`src/rtl/uart_rx_if.sv`:
```
// uart_rx_if: receive-side byte bus of one UART lane.
//   rx_data    last correctly framed byte
//   rx_valid   one-cycle pulse when rx_data updates
//   frame_err  one-cycle pulse when the stop bit samples low
//   parity_err one-cycle pulse on parity mismatch (0 when parity is disabled)
//   busy       receiver is inside a frame (any state other than idle)
// The master modport belongs to the receiver; the slave modport belongs to the
// downstream byte logic.
interface uart_rx_if;
  logic [7:0] rx_data;
  logic       rx_valid;
  logic       frame_err;
  logic       parity_err;
  logic       busy;

  modport master (
    output rx_data,
    output rx_valid,
    output frame_err,
    output parity_err,
    output busy
  );

  modport slave (
    input rx_data,
    input rx_valid,
    input frame_err,
    input parity_err,
    input busy
  );
endinterface

```
`src/rtl/uart_rx.sv`:
```
// uart_rx: UART receiver, 8N1 by default, LSB first, with mid-bit sampling,
// start-bit glitch rejection and stop-bit framing check.
// Optional feature macro: UART_RX_PARITY_EN adds one even-parity bit between
// the data bits and the stop bit (frame becomes 11 bits).
// Ports:
//   clk    system clock
//   reset  synchronous active-high reset
//   rx     asynchronous serial line, idle high
//   bus    uart_rx_if.master: rx_data, rx_valid, frame_err, parity_err, busy
// Parameters:
//   CLKS_PER_BIT  clk cycles per serial bit (>= 4)
//   CNT_W         width of the bit-timing counter (holds CLKS_PER_BIT-1)
module uart_rx #(
  parameter int CLKS_PER_BIT = 868,
  parameter int CNT_W        = 11
) (
  input  logic        clk,
  input  logic        reset,
  input  logic        rx,
  uart_rx_if.master   bus
);

  localparam logic [CNT_W-1:0] HALF_LAST = CNT_W'(CLKS_PER_BIT / 2 - 1);
  localparam logic [CNT_W-1:0] BIT_LAST  = CNT_W'(CLKS_PER_BIT - 1);

  typedef enum logic [2:0] {
    S_IDLE   = 3'd0,
    S_START  = 3'd1,
    S_DATA   = 3'd2,
    S_PARITY = 3'd3,
    S_STOP   = 3'd4,
    S_BREAK  = 3'd5
  } state_t;

  logic             rx_meta_r;
  logic             rx_sync_r;
  logic             rx_s;
  state_t           state_r;
  logic [CNT_W-1:0] cnt_r;
  logic [2:0]       bit_idx_r;
  logic [7:0]       shift_r;
  logic [7:0]       data_r;
  logic             valid_r;
  logic             ferr_r;
  logic             busy_r;
`ifdef UART_RX_PARITY_EN
  logic             par_bit_r;
  logic             perr_r;

  // Even parity: data bits plus parity bit must XOR to zero.
  function automatic logic parity_mismatch(input logic [7:0] data, input logic par);
    return (^data) ^ par;
  endfunction
`endif

  assign rx_s = rx_sync_r;

  // Two-flop synchronizer for the asynchronous line; resets to the idle level.
  always_ff @(posedge clk) begin
    if (reset) begin
      rx_meta_r <= 1'b1;
      rx_sync_r <= 1'b1;
    end else begin
      rx_meta_r <= rx;
      rx_sync_r <= rx_meta_r;
    end
  end

  // Receive FSM: bit timing, sampling, framing checks and registered strobes.
  always_ff @(posedge clk) begin
    if (reset) begin
      state_r   <= S_IDLE;
      cnt_r     <= '0;
      bit_idx_r <= 3'd0;
      shift_r   <= 8'h00;
      data_r    <= 8'h00;
      valid_r   <= 1'b0;
      ferr_r    <= 1'b0;
      busy_r    <= 1'b0;
`ifdef UART_RX_PARITY_EN
      par_bit_r <= 1'b0;
      perr_r    <= 1'b0;
`endif
    end else begin
      // Strobes are single-cycle unless re-asserted below.
      valid_r <= 1'b0;
      ferr_r  <= 1'b0;
`ifdef UART_RX_PARITY_EN
      perr_r  <= 1'b0;
`endif
      case (state_r)
        S_IDLE: begin
          if (!rx_s) begin
            state_r <= S_START;
            cnt_r   <= '0;
            busy_r  <= 1'b1;
          end
        end
        S_START: begin
          // Re-check the line half a bit in; a high level means a glitch.
          if (cnt_r == HALF_LAST) begin
            cnt_r <= '0;
            if (!rx_s) begin
              state_r   <= S_DATA;
              bit_idx_r <= 3'd0;
            end else begin
              state_r <= S_IDLE;
              busy_r  <= 1'b0;
            end
          end else begin
            cnt_r <= cnt_r + CNT_W'(1);
          end
        end
        S_DATA: begin
          if (cnt_r == BIT_LAST) begin
            cnt_r              <= '0;
            shift_r[bit_idx_r] <= rx_s;
            if (bit_idx_r == 3'd7) begin
`ifdef UART_RX_PARITY_EN
              state_r <= S_PARITY;
`else
              state_r <= S_STOP;
`endif
            end else begin
              bit_idx_r <= bit_idx_r + 3'd1;
            end
          end else begin
            cnt_r <= cnt_r + CNT_W'(1);
          end
        end
`ifdef UART_RX_PARITY_EN
        S_PARITY: begin
          if (cnt_r == BIT_LAST) begin
            cnt_r     <= '0;
            par_bit_r <= rx_s;
            state_r   <= S_STOP;
          end else begin
            cnt_r <= cnt_r + CNT_W'(1);
          end
        end
`endif
        S_STOP: begin
          // A low stop bit outranks a parity mismatch: only frame_err fires.
          if (cnt_r == BIT_LAST) begin
            cnt_r <= '0;
            if (rx_s) begin
              state_r <= S_IDLE;
              busy_r  <= 1'b0;
`ifdef UART_RX_PARITY_EN
              if (parity_mismatch(shift_r, par_bit_r)) begin
                perr_r <= 1'b1;
              end else begin
                data_r  <= shift_r;
                valid_r <= 1'b1;
              end
`else
              data_r  <= shift_r;
              valid_r <= 1'b1;
`endif
            end else begin
              ferr_r  <= 1'b1;
              state_r <= S_BREAK;
            end
          end else begin
            cnt_r <= cnt_r + CNT_W'(1);
          end
        end
        S_BREAK: begin
          // Hold here while the line stays low so a break reports only once.
          if (rx_s) begin
            state_r <= S_IDLE;
            busy_r  <= 1'b0;
          end
        end
        default: begin
          state_r <= S_IDLE;
          cnt_r   <= '0;
          busy_r  <= 1'b0;
        end
      endcase
    end
  end

  assign bus.rx_data   = data_r;
  assign bus.rx_valid  = valid_r;
  assign bus.frame_err = ferr_r;
  assign bus.busy      = busy_r;
`ifdef UART_RX_PARITY_EN
  assign bus.parity_err = perr_r;
`else
  assign bus.parity_err = 1'b0;
`endif

endmodule

```
`src/flat_wrapper.sv`:
```
// flat-port wrapper written by rule: the top's interface ports become plain ports
module uart_rx_flat 
#(
  parameter int CLKS_PER_BIT = 868,
  parameter int CNT_W        = 11
)
  (clk, reset, rx, bus_rx_data, bus_rx_valid, bus_frame_err, bus_parity_err, bus_busy);
  uart_rx_if bus_i ();
  input  logic clk;
  input  logic reset;
  input  logic rx;
  output wire logic [$bits(bus_i.rx_data)-1:0] bus_rx_data;
  output wire logic [$bits(bus_i.rx_valid)-1:0] bus_rx_valid;
  output wire logic [$bits(bus_i.frame_err)-1:0] bus_frame_err;
  output wire logic [$bits(bus_i.parity_err)-1:0] bus_parity_err;
  output wire logic [$bits(bus_i.busy)-1:0] bus_busy;
  assign bus_rx_data = bus_i.rx_data;
  assign bus_rx_valid = bus_i.rx_valid;
  assign bus_frame_err = bus_i.frame_err;
  assign bus_parity_err = bus_i.parity_err;
  assign bus_busy = bus_i.busy;
  uart_rx #(.CLKS_PER_BIT(CLKS_PER_BIT), .CNT_W(CNT_W)) u_core (.clk(clk), .reset(reset), .rx(rx), .bus(bus_i));
endmodule
```
`config.mk`:
```
export PLATFORM = sky130hd
export DESIGN_NAME = uart_rx_flat
export DESIGN_NICKNAME = d
export VERILOG_FILES = /design/src/rtl/uart_rx_if.sv /design/src/rtl/uart_rx.sv /design/src/flat_wrapper.sv
export SDC_FILE = /design/constraint.sdc
export NUM_CORES = 1
export LEC_CHECK = 0
export BUFFER_PORTS_ARGS = -buffer_cell sky130_fd_sc_hd__buf_2
export CAP_MARGIN = 20
export CORE_MARGIN = 2
export CORE_UTILIZATION = 53
export DETAILED_ROUTE_END_ITERATION = 8
export GPL_TIMING_DRIVEN = 0
export MAX_ROUTING_LAYER = met4
export PLACE_DENSITY_LB_ADDON = 0.1
export SLEW_MARGIN = 25
export SYNTH_ARGS = -nofsm -noshare
export SYNTH_HDL_FRONTEND = slang
export SYNTH_SLANG_ARGS = --single-unit
```
`constraint.sdc`:
```
create_clock -name clk -period 1.87 [get_ports clk]
set_input_delay 0.2805 -clock clk [delete_from_list [all_inputs] [get_ports clk]]
set_output_delay 0.2805 -clock clk [all_outputs]
set_load 0.005 [all_outputs]
```
==> impl_metrics.toml <==
[place]
dp.cells = 272
dp_hpwl_um = 3073
io_buffers = 12
globalplace.congestion = 0.7865
placed_cell_area_um2 = 2102

[global_route]
grt_start_max_net_pins = 13
antenna_found_initial = 0
grt_use_total_pct = 22.99
grt_pass1_wl_um = 7341
grt_pass1_vias = 1573
grt_overflow = 0

[sta]
tightest_slew_ns = 0.5837
max-slew-margin-rel_pct = 61.09
setup_violations = 0
maxSlewViolCount = 0
rsz0062_at_grt = "yes"
clock.fmax_mhz = 550.1
timing.final.crit_share_pct = 97.21
fin_worst_skew_ns = 0.005228
period_minus_slack_ns = 1.818
hold_violations = 0

[critical_path]
crit_arrival_ns = 2.04
path_buf_inv = 1
cpLargestDelayFamily = "compound AO/OA/AOI/OAI gates"
reg2reg_to = "u_core.cnt_r[4]$_SDFFE_PP0P_"
cp-endpoint = "u_core.cnt_r[4]$_SDFFE_PP0P_"
worstPathCellList = "inv_1 -> ha_1 -> nor3b_2 -> a31o_4 -> a21o_1 -> or3_1 -> a31oi_1"
reg2reg_depth = 7
worstPathRequired_ns = 2.09
cp_max_fo = 6
cp_slowest_cell = "or3_1"
r2r_slack_ns = 0.05
rr_startpoint = "u_core.cnt_r[1]$_SDFFE_PP0P_"
cp.depth = 7
cp-startpoint = "u_core.cnt_r[1]$_SDFFE_PP0P_"
crit_path_start_kind = "flip-flop"
crit_path_max_incr_delay_ns = 0.36
path_class = "flip-flop to flip-flop"
end_kind = "flip-flop"

[clocking]
cts_inserted_buffers = 5
cts.sinks = 38
cts_tree = "yes"
htreeDepth = 2
postCtsHoldBufs = 0
root_buffer = "clkbuf_8"
path_clk_slew_ns = 0.08
clk_latency_ns = 0.29
cts_buffer_depth = 2

[run_status]
status = "completed"

[final_layout]
nNetsFinal = 241
antenna_cells = 0
final_cell_count_no_fill = 283
area_delta_synth_final_pct = 18.75
postLayoutCellArea_um2 = 2354
drive_above_1_share_pct = 29.36
final_core_util_pct = 64.77

[logic_synthesis]
ys_ff_latch = 38
syn_nets = 219
yosysMostFrequentCell = "dfxtp_1"
syn-cell-area_um2 = 1982
synth_edf_count = 0
synthTopCellsByCount = "dfxtp_1, nor2_1, mux2i_1, a21oi_1, nand2_1"
ys_warn_count = 0
ys.flop_type = "dfxtp_1"
synth-async-reset-ratio_pct = 0
synth_cells = 212
seq_area_frac_synth_pct = 38.38
synth_cell_types = 59
avgSynthCellArea_um2 = 9.349
yosys-top-cells-area = "dfxtp_1, mux2i_1, nor2_1"
yosysTopAreaCell = "dfxtp_1"
yosysTopAreaCellShare_pct = 38.38

[pwr]
switchingPower_uw = 368.0
pwr-share-seq_pct = 45.7
ir_drop_mv = 0.4963
switching_share_pct = 20.52
p_int_mw = 1.426
combPwrFrac_pct = 5.8
leakagePower_nw = 0.9601
p_clk_share_pct = 48.4
power_density_nw_per_um2 = 762.1
finalPower_mw = 1.794

[floorplanning]
dieArea_um2 = 4245
die_y_um = 65.15
die_w_um = 65.15
ios = 15
rows = 22
start_util_pct = 54.55
coreArea_um2 = 3633

[drt]
vias = 1645
dr_wl_met2_um = 2157
drc = 0
drtPass1Iterations = 4
vias_per_cell = 5.813
met1Wirelength_um = 1929
highest_layer = "met4"
avgRoutedWirePerCell_um = 15.16
ant_nets = 0
met3_length_um = 142
drtIter0Drc = 87
wl_um = 4290

[flow_run]
drv_cap = 0

[hold_path]
hold_class = "primary input to flip-flop"
==> metrics by stage <==
step / setup TNS, ns / hold WS, ns / worst slack, ns
3_3_place_gp: -0.8561 / 0.3910 / -0.07858
2_1_floorplan: 0 / 0.3843 / 0.08676
3_5_place_dp: -1.696 / 0.3928 / -0.1793
4_1_cts: -0.03249 / 0.1600 / -0.01608
6_report: 0 / 0.1666 / 0.05222
5_1_grt: -0.1087 / 0.1655 / -0.06120
==> metal layers <==
layer	up-vias	GRT usage [%]
met5	-	-
met3	8	4.623
li1	815	-
met4	0	6.510
met1	789	27.33
met2	33	39.82
==> registers in the layout, indices dropped and copies added, names as in the netlist <==
| signal | count |
|---|---|
| u_core.rx_s | 1 |
| u_core.rx_meta_r | 1 |
| u_core.shift_r | 8 |
| u_core.bus.rx_data | 8 |
| u_core.bit_idx_r | 3 |
| u_core.state_r | 3 |
| u_core.bus.busy | 1 |
| u_core.bus.frame_err | 1 |
| u_core.cnt_r | 11 |
| u_core.bus.rx_valid | 1 |
==> cell type report <==
class                      instances  area (um2)
fill                             303        1280
multi-input combinational        155        1195
sequential                        38       768.2
clock buffer                       6       82.58
timing repair buffer              15       82.58
buffer                            13       82.58
clock inverter                     2       60.06
tap                               48       60.06
inverter                           6       22.52
==> placed cells by master (no fill, tap or decap), drive strengths merged, types with 3 or more instances in the layout <==
cell,n
dfxtp,38
nor2,26
buf,22
mux2i,18
a21oi,11
clkbuf,11
nand2,9
nand3,7
nand4,7
inv,6
nand3b,6
and3,6
nor4b,5
nor3,4
o21ai,4
ha,4
a31o,4
nand4b,3
or2,3
nor3b,3
a21o,3
==> power groups by stage <==
| stage | registers [mW] | logic [mW] | clock network, mW |
|---|---|---|---|
| floorplan | 0.838 | 0.0723 | 0 |
| global placement | 0.839 | 0.0920 | 0 |
| detailed placement | 0.839 | 0.0938 | 0 |
| CTS | 0.820 | 0.0986 | 0.888 |
| global route | 0.821 | 0.115 | 0.924 |
| finish | 0.820 | 0.105 | 0.869 |
==> cell families after synthesis <==
family                   share of synthesized area [%]
AO/OA/AOI/OAI                                    14.08
XOR/XNOR                                        0.4420
adder cells (fa/ha/maj)                          2.525
buffers and inverters                            5.113
flip-flops                                       38.38
multiplexers                                     10.23
other                                           0.1892
AND/OR/NAND/NOR                                  29.04
==> what timing repair did <==
action,4_1_cts,5_1_grt
resized for setup,9,15
pin swaps,5,5
setup endpoints to repair,21,19
setup buffers,2,1
==> how the worst min path moves through the flow <==
stage,start,endpoint,depth (start not counted)
2_1_floorplan,rx,u_core.rx_meta_r$_SDFF_PP1_,1
3_3_place_gp,u_core.rx_meta_r$_SDFF_PP1_,u_core.rx_s$_SDFF_PP1_,1
3_5_place_dp,u_core.rx_meta_r$_SDFF_PP1_,u_core.rx_s$_SDFF_PP1_,1
4_1_cts,rx,u_core.rx_meta_r$_SDFF_PP1_,2
5_1_grt,rx,u_core.rx_meta_r$_SDFF_PP1_,2
6_report,rx,u_core.rx_meta_r$_SDFF_PP1_,2
(Power assumes the default switching activity.)
